## src/rtl/pipeline_hazard_ctrl.sv

```systemverilog
// Hazard/stall controller for the 5-stage RV32I pipeline: segment-register bubble/flush controls plus stall/flush counters.
// Latency: controls are combinational from state and inputs; counters update on the edge after the qualifying cycle.
// Backpressure: a data-memory miss freezes IF..MEM (WB flushed) until refill plus HOLD_CYCLES; load-use inserts one bubble.
module pipeline_hazard_ctrl #(
  parameter int unsigned HOLD_CYCLES = 1
) (
  input  logic        clk,
  input  logic        rst_n,
  input  logic [4:0]  rs1_D,
  input  logic [4:0]  rs2_D,
  input  logic        rs1_used_D,
  input  logic        rs2_used_D,
  input  logic [4:0]  reg_dest_E,
  input  logic        load_E,
  input  logic        br_E,
  input  logic        jalr_E,
  input  logic        jal_D,
  input  logic        mem_req_M,
  input  logic        mem_ready,
  output logic        bubbleF,
  output logic        flushF,
  output logic        bubbleD,
  output logic        flushD,
  output logic        bubbleE,
  output logic        flushE,
  output logic        bubbleM,
  output logic        flushM,
  output logic        bubbleW,
  output logic        flushW,
  output logic [31:0] stall_cnt,
  output logic [31:0] flush_cnt
);

  typedef enum logic [1:0] {
    IDLE = 2'd0,
    MISS = 2'd1,
    HOLD = 2'd2
  } state_t;

  // Post-refill hold is skipped entirely when HOLD_CYCLES is zero.
  localparam logic       HOLD_EN   = (HOLD_CYCLES != 0);
  localparam logic [3:0] HOLD_INIT = HOLD_EN ? 4'(HOLD_CYCLES - 1) : 4'd0;

  state_t     state, state_nxt;
  logic [3:0] hold_left, hold_left_nxt;
  logic       mem_stall;
  logic       load_use;
  logic       rule_stall;
  logic       rule_flush;

  // State and hold counter registers; reset abandons any miss in flight.
  always_ff @(posedge clk or negedge rst_n) begin
    if (!rst_n) begin
      state     <= IDLE;
      hold_left <= 4'd0;
    end else begin
      state     <= state_nxt;
      hold_left <= hold_left_nxt;
    end
  end

  // Miss FSM next-state: IDLE -> MISS on a miss, MISS -> HOLD/IDLE on refill, HOLD counts down.
  always_comb begin
    state_nxt     = state;
    hold_left_nxt = hold_left;
    case (state)
      IDLE: begin
        if (mem_req_M && !mem_ready) state_nxt = MISS;
      end
      MISS: begin
        if (mem_ready) begin
          if (HOLD_EN) begin
            state_nxt     = HOLD;
            hold_left_nxt = HOLD_INIT;
          end else begin
            state_nxt = IDLE;
          end
        end
      end
      HOLD: begin
        if (hold_left == 4'd0) state_nxt = IDLE;
        else                   hold_left_nxt = hold_left - 4'd1;
      end
      default: begin
        state_nxt     = IDLE;
        hold_left_nxt = 4'd0;
      end
    endcase
  end

  // Hazard detection: memory freeze covers the detecting cycle, the miss, and the hold window.
  always_comb begin
    mem_stall = ((state == IDLE) && mem_req_M && !mem_ready) ||
                ((state == MISS) && !(mem_ready && !HOLD_EN)) ||
                (state == HOLD);
    load_use  = load_E && (reg_dest_E != 5'd0) &&
                ((rs1_used_D && (rs1_D == reg_dest_E)) ||
                 (rs2_used_D && (rs2_D == reg_dest_E)));
  end

  // Prioritised segment controls: mem freeze > redirect in EX > load-use > jal in ID.
  always_comb begin
    bubbleF    = 1'b0;
    flushF     = 1'b0;
    bubbleD    = 1'b0;
    flushD     = 1'b0;
    bubbleE    = 1'b0;
    flushE     = 1'b0;
    bubbleM    = 1'b0;
    flushM     = 1'b0;
    bubbleW    = 1'b0;
    flushW     = 1'b0;
    rule_stall = 1'b0;
    rule_flush = 1'b0;
    if (!rst_n) begin
      flushD = 1'b1;
      flushE = 1'b1;
      flushM = 1'b1;
      flushW = 1'b1;
    end else if (mem_stall) begin
      bubbleF    = 1'b1;
      bubbleD    = 1'b1;
      bubbleE    = 1'b1;
      bubbleM    = 1'b1;
      flushW     = 1'b1;
      rule_stall = 1'b1;
    end else if (br_E || jalr_E) begin
      flushD     = 1'b1;
      flushE     = 1'b1;
      rule_flush = 1'b1;
    end else if (load_use) begin
      bubbleF    = 1'b1;
      bubbleD    = 1'b1;
      flushE     = 1'b1;
      rule_stall = 1'b1;
    end else if (jal_D) begin
      flushD     = 1'b1;
      rule_flush = 1'b1;
    end
  end

  // Wrap-around performance counters for stalled and redirect-flushed cycles.
  always_ff @(posedge clk or negedge rst_n) begin
    if (!rst_n) begin
      stall_cnt <= 32'd0;
      flush_cnt <= 32'd0;
    end else begin
      if (rule_stall) stall_cnt <= stall_cnt + 32'd1;
      if (rule_flush) flush_cnt <= flush_cnt + 32'd1;
    end
  end

endmodule

```

## config.mk

```make
export PLATFORM = sky130hd
export DESIGN_NAME = pipeline_hazard_ctrl
export DESIGN_NICKNAME = d
export VERILOG_FILES = /design/src/rtl/pipeline_hazard_ctrl.sv
export SDC_FILE = /design/constraint.sdc
export NUM_CORES = 1
export LEC_CHECK = 0
export ABC_AREA = 1
export BUFFER_PORTS_ARGS = -buffer_cell sky130_fd_sc_hd__buf_2
export CORE_MARGIN = 5
export CORE_UTILIZATION = 35
export DETAILED_ROUTE_END_ITERATION = 8
export PLACE_DENSITY = 0.64
export SLEW_MARGIN = 20
export SYNTH_ARGS = -nofsm -noshare
export SYNTH_HDL_FRONTEND = slang
export SYNTH_SLANG_ARGS = --single-unit
```

## constraint.sdc

```tcl
create_clock -name clk -period 2 [get_ports clk]
set_clock_uncertainty 0.2 [all_clocks]
set_input_delay 0.4 -clock clk [delete_from_list [all_inputs] [get_ports clk]]
set_output_delay 0.4 -clock clk [all_outputs]
set_load 0.01 [all_outputs]
```

==> metrics, run 1 <==
CP required=1.40 ns; first-pass GRT wire length=23,100 µm; Rows=43; clock latency on the worst-skew pair=0.34 ns; met3 WL post-DR=539 µm; Pre-antenna DRT Iters=5; Top Metal Used=met4; Lkg Pwr=around 3.2 nW; critical path arrival=1.50 ns; f_max=between 400 and 500 MHz; proportion of layout cells with a drive suffix above 1=20.8%; max-slew violation total from the final report=0; r2r setup slk=0.15 ns; hpwl dp=about 11,000 µm; clk slew on worst S/H paths=0.06 ns; GRT Residual Overflow=0; CTS tree=yes; DRT Wirelength=14,200 µm; Final setup viols=5; post-DR vias/cell=4.83; fill cell count=1,471; most frequent cells in the layout=nand2_1 (315), buf_2 (93), nor2_1 (75); register area share after synthesis=35.9%; commonest non-fill, non-tap cell in the layout=nand2_1; ANT nets after route=0; Final min period=2.10 ns; die area=roughly 16,000 µm²; Post-Synthesis Cells=736; Initial Util=35.4%; #FFs+latches synth=70; Bufs on Longest Clock Path=2; post-route setup slack=-0.103 ns; Synth Warn #=0; Power Density=798 nW/µm²; RSZ-0062 raised after global routing=true; Max-Cap Viols=0; largest net degree at the start of global routing=33; final hold violation count=0; initial antenna violation count=0; Mapped Area=approximately 4900 µm²; H-tree levels=3; num ports=99; Via Count=between 5,000 and 6,000; DR WL/cell=13.5 µm; Tot Pwr=4.93 mW; Hold WC Path Type=in -> async; placed cell area=5750 µm²; setup slack at placement=-0.0975 ns; clock sink count=70; worst r2r dst=stall_cnt[5]; CP Max Fanout=5; count of buffers from port buffering=96; # diodes=0; library cells used by synthesis=32; DR iter-0 viols=between 200 and 300; CP startpoint kind=register; clock buffer count from CTS=9; reg2reg path depth=8; overall die width=128 µm; status=finished with violations; WS Path Type=reg -> out; Final GP Congestion=roughly 0.94; final instance area=6170 µm²; DR DRC count=0; Syn Area/Cell=6.63 µm²; core footprint=around 14,000 µm²; fin crit share=105%; layout net count=892; clk root buf=clkbuf_16; total track usage=between 10% and 20%; Routed met2 length=6820 µm; wire length on met1=~6600 µm; Critical Path End Type=primary output; height of the die=128 µm; Worst IR Drop VDD=about 0.0008 V; synth-to-layout area growth=26.4%; vias in the first global route=4,779; failing checks=setup timing; worst r2r src=state[0]
[worst max path at each step]
stage	from	slack, ns	to
after floorplan	reg_dest_E[2]	0.009	bubbleF
after global placement	reg_dest_E[2]	-0.06	bubbleF
after detailed placement	reg_dest_E[2]	-0.1	bubbleF
after CTS	rst_n	-0.15	flush_cnt[2]
after global routing	state[0]	-0.17	flushD
final	state[0]	-0.10	flushE
[where the power goes]
part / switching (mW) / internal (mW)
registers: 0.128 / 1.54
clock network: 0.630 / 1.13
logic: 0.921 / 0.575
[cell type report]
cell class	instances	area [µm²]	share of cell area [%]
well taps	180	225	3.65
clock buffers	11	243	3.93
clock inverters	5	81.3	1.32
multi-input cells	575	2750	44.6
flip-flops and latches	70	1750	28.4
repair buffers	141	867	14.0
inverters	67	254	4.12
[state kept, by name, summed over array words and instances, names as in the netlist]
name	count
flush_cnt	32
stall_cnt	32
hold_left	4
state	2
[routing by layer]
metal	GRT usage (%)	up-vias
met5	0	-
li1	-	2583
met1	22.8	2366
met3	3.62	18
met2	29.0	98
met4	5.31	0
[worst max-delay path: stages, from the launching register on]
cell and delay [ns]:
dfrtp_1 0.40, inv_2 0.10, o211ai_1 0.13, o21ai_4 0.15
nor2_2 0.09, a31oi_1 0.14, buf_2 0.15
[repair_timing]
action                                  4_1_cts  5_1_grt
cloned                                        0        0
pin swaps                                     2        1
hold buffers                                  1        0
endpoints found under the setup margin        7       39
endpoints found under the hold margin        12        0
gates resized for setup                      10        8
setup buffers                                 4        0
[kinds of logic (layout without fill, tap and decap cells)]
family	after synthesis	count (layout)	synth area share (%)
AO/OA/AOI/OAI	16	16	2.05
XOR/XNOR	47	47	8.43
adder cells (fa/ha/maj)	3	3	0.769
buffers and inverters	92	224	8.76
flip-flops	70	70	35.9
other	1	2	0.0768
AND/OR/NAND/NOR	507	507	44.0
[metrics by stage]
stage                     TNS, ns  utilization (%)  instances  hold slack [ns]
after floorplan                 0                -        737          -0.0956
after global placement     -0.614             41.7       1028           0.0890
after detailed placement    -1.68             41.7       1028           0.0803
after CTS                   -4.47             44.6       1049          0.00850
after global routing       -0.923             44.8       1049           0.0465
final                      -0.462             44.8       1049          0.00730
[cells in the mapped netlist (all sizes together)]
library cell	count	area, µm²
nand2	319	1200
nor2	80	303
dfrtp	70	1750
inv	67	251
nand4	45	282
nor3	29	150
nand3	27	158
xor2	26	228
buf	23	169
xnor2	21	184
o21ai	9	56.3
nand3b	5	37.5
ha	3	37.5
a21oi	2	10.0
clkbuf	2	7.51
nor3b	2	15.0
o22ai	2	12.5
a211oi	1	7.51
a31oi	1	6.26
conb	1	3.75
o211ai	1	7.51
No activity file was read; power rests on OpenSTA's default activity.
==> run 2: changes to the inputs <==
- CORE_MARGIN: 5 -> default
- REMOVE_ABC_BUFFERS: default -> 1
==> run 2 against run 1 <==
Compared with the run above: the flow still finishes with violations (setup timing); cell count down 0.38%; count of clock-buffer cells in the layout up 2; total power down 4.2%; largest cell class unchanged; combinational power up 3%; routed wire length down 1.7%.
==> metrics, run 2 (synthesized netlist as in run 1, its figures left out) <==
core footprint=13,400 µm² (-2.7%); r2r setup slk=0.17 ns (+0.02 ns); Lkg Pwr=3.23 nW (+0.13%); clock sink count=70 (unchanged); Power Density=760 nW/µm² (-4.8%); largest registers=flush_cnt (32), stall_cnt (32), hold_left (4); f_max=491 MHz (+3.2%); clock buffer count from CTS=9 (unchanged); Rows=42 (-2.3%); Critical Path End Type=primary output; DR WL/cell=13.3 µm (-1.4%); DR iter-0 viols=251 (-4.9%); reg2reg path depth=8 (unchanged); CP Max Fanout=4 (-1); Initial Util=36.4% (+0.99 points); Worst IR Drop VDD=0.000405 V (-49%); CP required=1.40 ns (about the same); WS Path Type=reg -> out; GRT Residual Overflow=0 (unchanged); Final Util=46.4% (+1.5 points); proportion of layout cells with a drive suffix above 1=21.7% (+0.92 points); critical path arrival=1.44 ns (-0.06 ns); worst r2r src=state[1]; Final GP Congestion=0.935 (-1.1%); Final min period=2.04 ns (-0.0660 ns); Tot Pwr=4.72 mW (-4.2%); CP startpoint kind=register; DRT Wirelength=13,900 µm (-1.7%); Layout Cells excl Fill=1,045 (-0.38%); Bufs on Longest Clock Path=2 (unchanged); Via Count=5,032 (-0.65%); Final setup viols=4 (-1); initial antenna violation count=0 (unchanged); first-pass GRT wire length=23,600 µm (+1.8%); hold endpoint=state[0]; clk root buf=clkbuf_16; height of the die=120 µm (-6.2%); RSZ-0062 raised after global routing=true; worst r2r dst=flush_cnt[8]; vias in the first global route=4,805 (+0.54%); status=finished with violations; commonest non-fill, non-tap cell in the layout=nand2_1; setup_tns=-0.0760 ns (+0.386 ns); Hold WC Path Type=in -> reg; # diodes=0 (unchanged); min-delay src=mem_ready; failing checks=setup timing; Placed Cells=1,022 (-0.58%); die area=14,400 µm² (-12%); num ports=99 (unchanged); Pre-antenna DRT Iters=5 (unchanged); most frequent cells in the layout=nand2_1 (309), buf_2 (86), nor2_1 (76); max-slew violation total from the final report=0 (unchanged); final hold violation count=0 (unchanged); total track usage=20.4% (+3.0 points); fill cell count=1,375 (-6.5%); CTS tree=yes; hpwl dp=10,500 µm (-3.2%); overall die width=120 µm (-6.2%); clock latency on the worst-skew pair=0.33 ns (about the same); fin crit share=102% (-3.3 points); DR DRC count=0 (unchanged); post-DR vias/cell=4.82 (-0.27%); H-tree levels=3 (unchanged); Setup crit start=state[1]; largest net degree at the start of global routing=30 (-9.1%); count of buffers from port buffering=96 (unchanged); post-route setup slack=-0.0371 ns (+0.0660 ns); clk slew on worst S/H paths=0.06 ns (about the same); WHS Path Cells=2; layout net count=894 (+0.22%); synth-to-layout area growth=27.2%; Max-Cap Viols=0 (unchanged); ANT nets after route=0 (unchanged)
==> run 2: critical path, cell delays in order, from the launching register on <==
cell and delay [ns]:
dfrtp_1 0.38, inv_2 0.09, o211ai_1 0.13, o21ai_4 0.12, nor2_2 0.07, a31oi_1 0.14, buf_2 0.16
==> run 2: report_power, final <==
group	internal, mW	total (mW)	leakage, nW	switching, mW
registers	1.55	1.67	0.956	0.123
clock network	0.926	1.51	0.138	0.586
logic	0.609	1.54	2.13	0.931
total	3.08	4.72	3.23	1.64
==> run 2: how the worst max path moves through the flow <==
stage                     cells past startpoint             to
final                                         6         flushE
after global routing                          6         flushE
after CTS                                     6         flushE
after detailed placement                     11         flushD
after global placement                       11         flushD
after floorplan                               5  flush_cnt[10]
==> run 2: per-stage QoR <==
stage | hold WS, ns | instance area (µm²) | setup WS, ns
2_1_floorplan | -0.0956 | 4710 | -1.43
3_3_place_gp | 0.270 | 5730 | -0.116
3_5_place_dp | 0.260 | 5730 | -0.163
4_1_cts | 0.0567 | 6140 | -0.0597
5_1_grt | 0.0660 | 6210 | -0.101
6_report | 0.0588 | 6210 | -0.0371
==> run 2: repair_timing <==
item | 4_1_cts | 5_1_grt
setup endpoints to repair | 7 | 10
pin swaps | 6 | 11
buffers inserted | 5 | 0
endpoints found under the hold margin | 55 | 0
resized for setup | 14 | 23
hold buffers | 4 | 0
==> run 2: routing by layer <==
metal  up-vias  GRT usage, %  wire, µm
met5         -             0         0
met1      2309          26.8      6380
met3        11          3.47       662
met4         0          3.91       114
li1       2585             -         -
met2       127          35.1      6750
==> run 2: layout make-up <==
class	instances	area, µm²	share of cell area, %
Clock buffer	13	270	4.35
Clock inverter	1	5.00	0.0806
Inverter	67	256	4.13
Multi-Input combinational cell	575	2760	44.5
Sequential cell	70	1760	28.3
Tap cell	176	220	3.54
Timing Repair Buffer	143	941	15.1
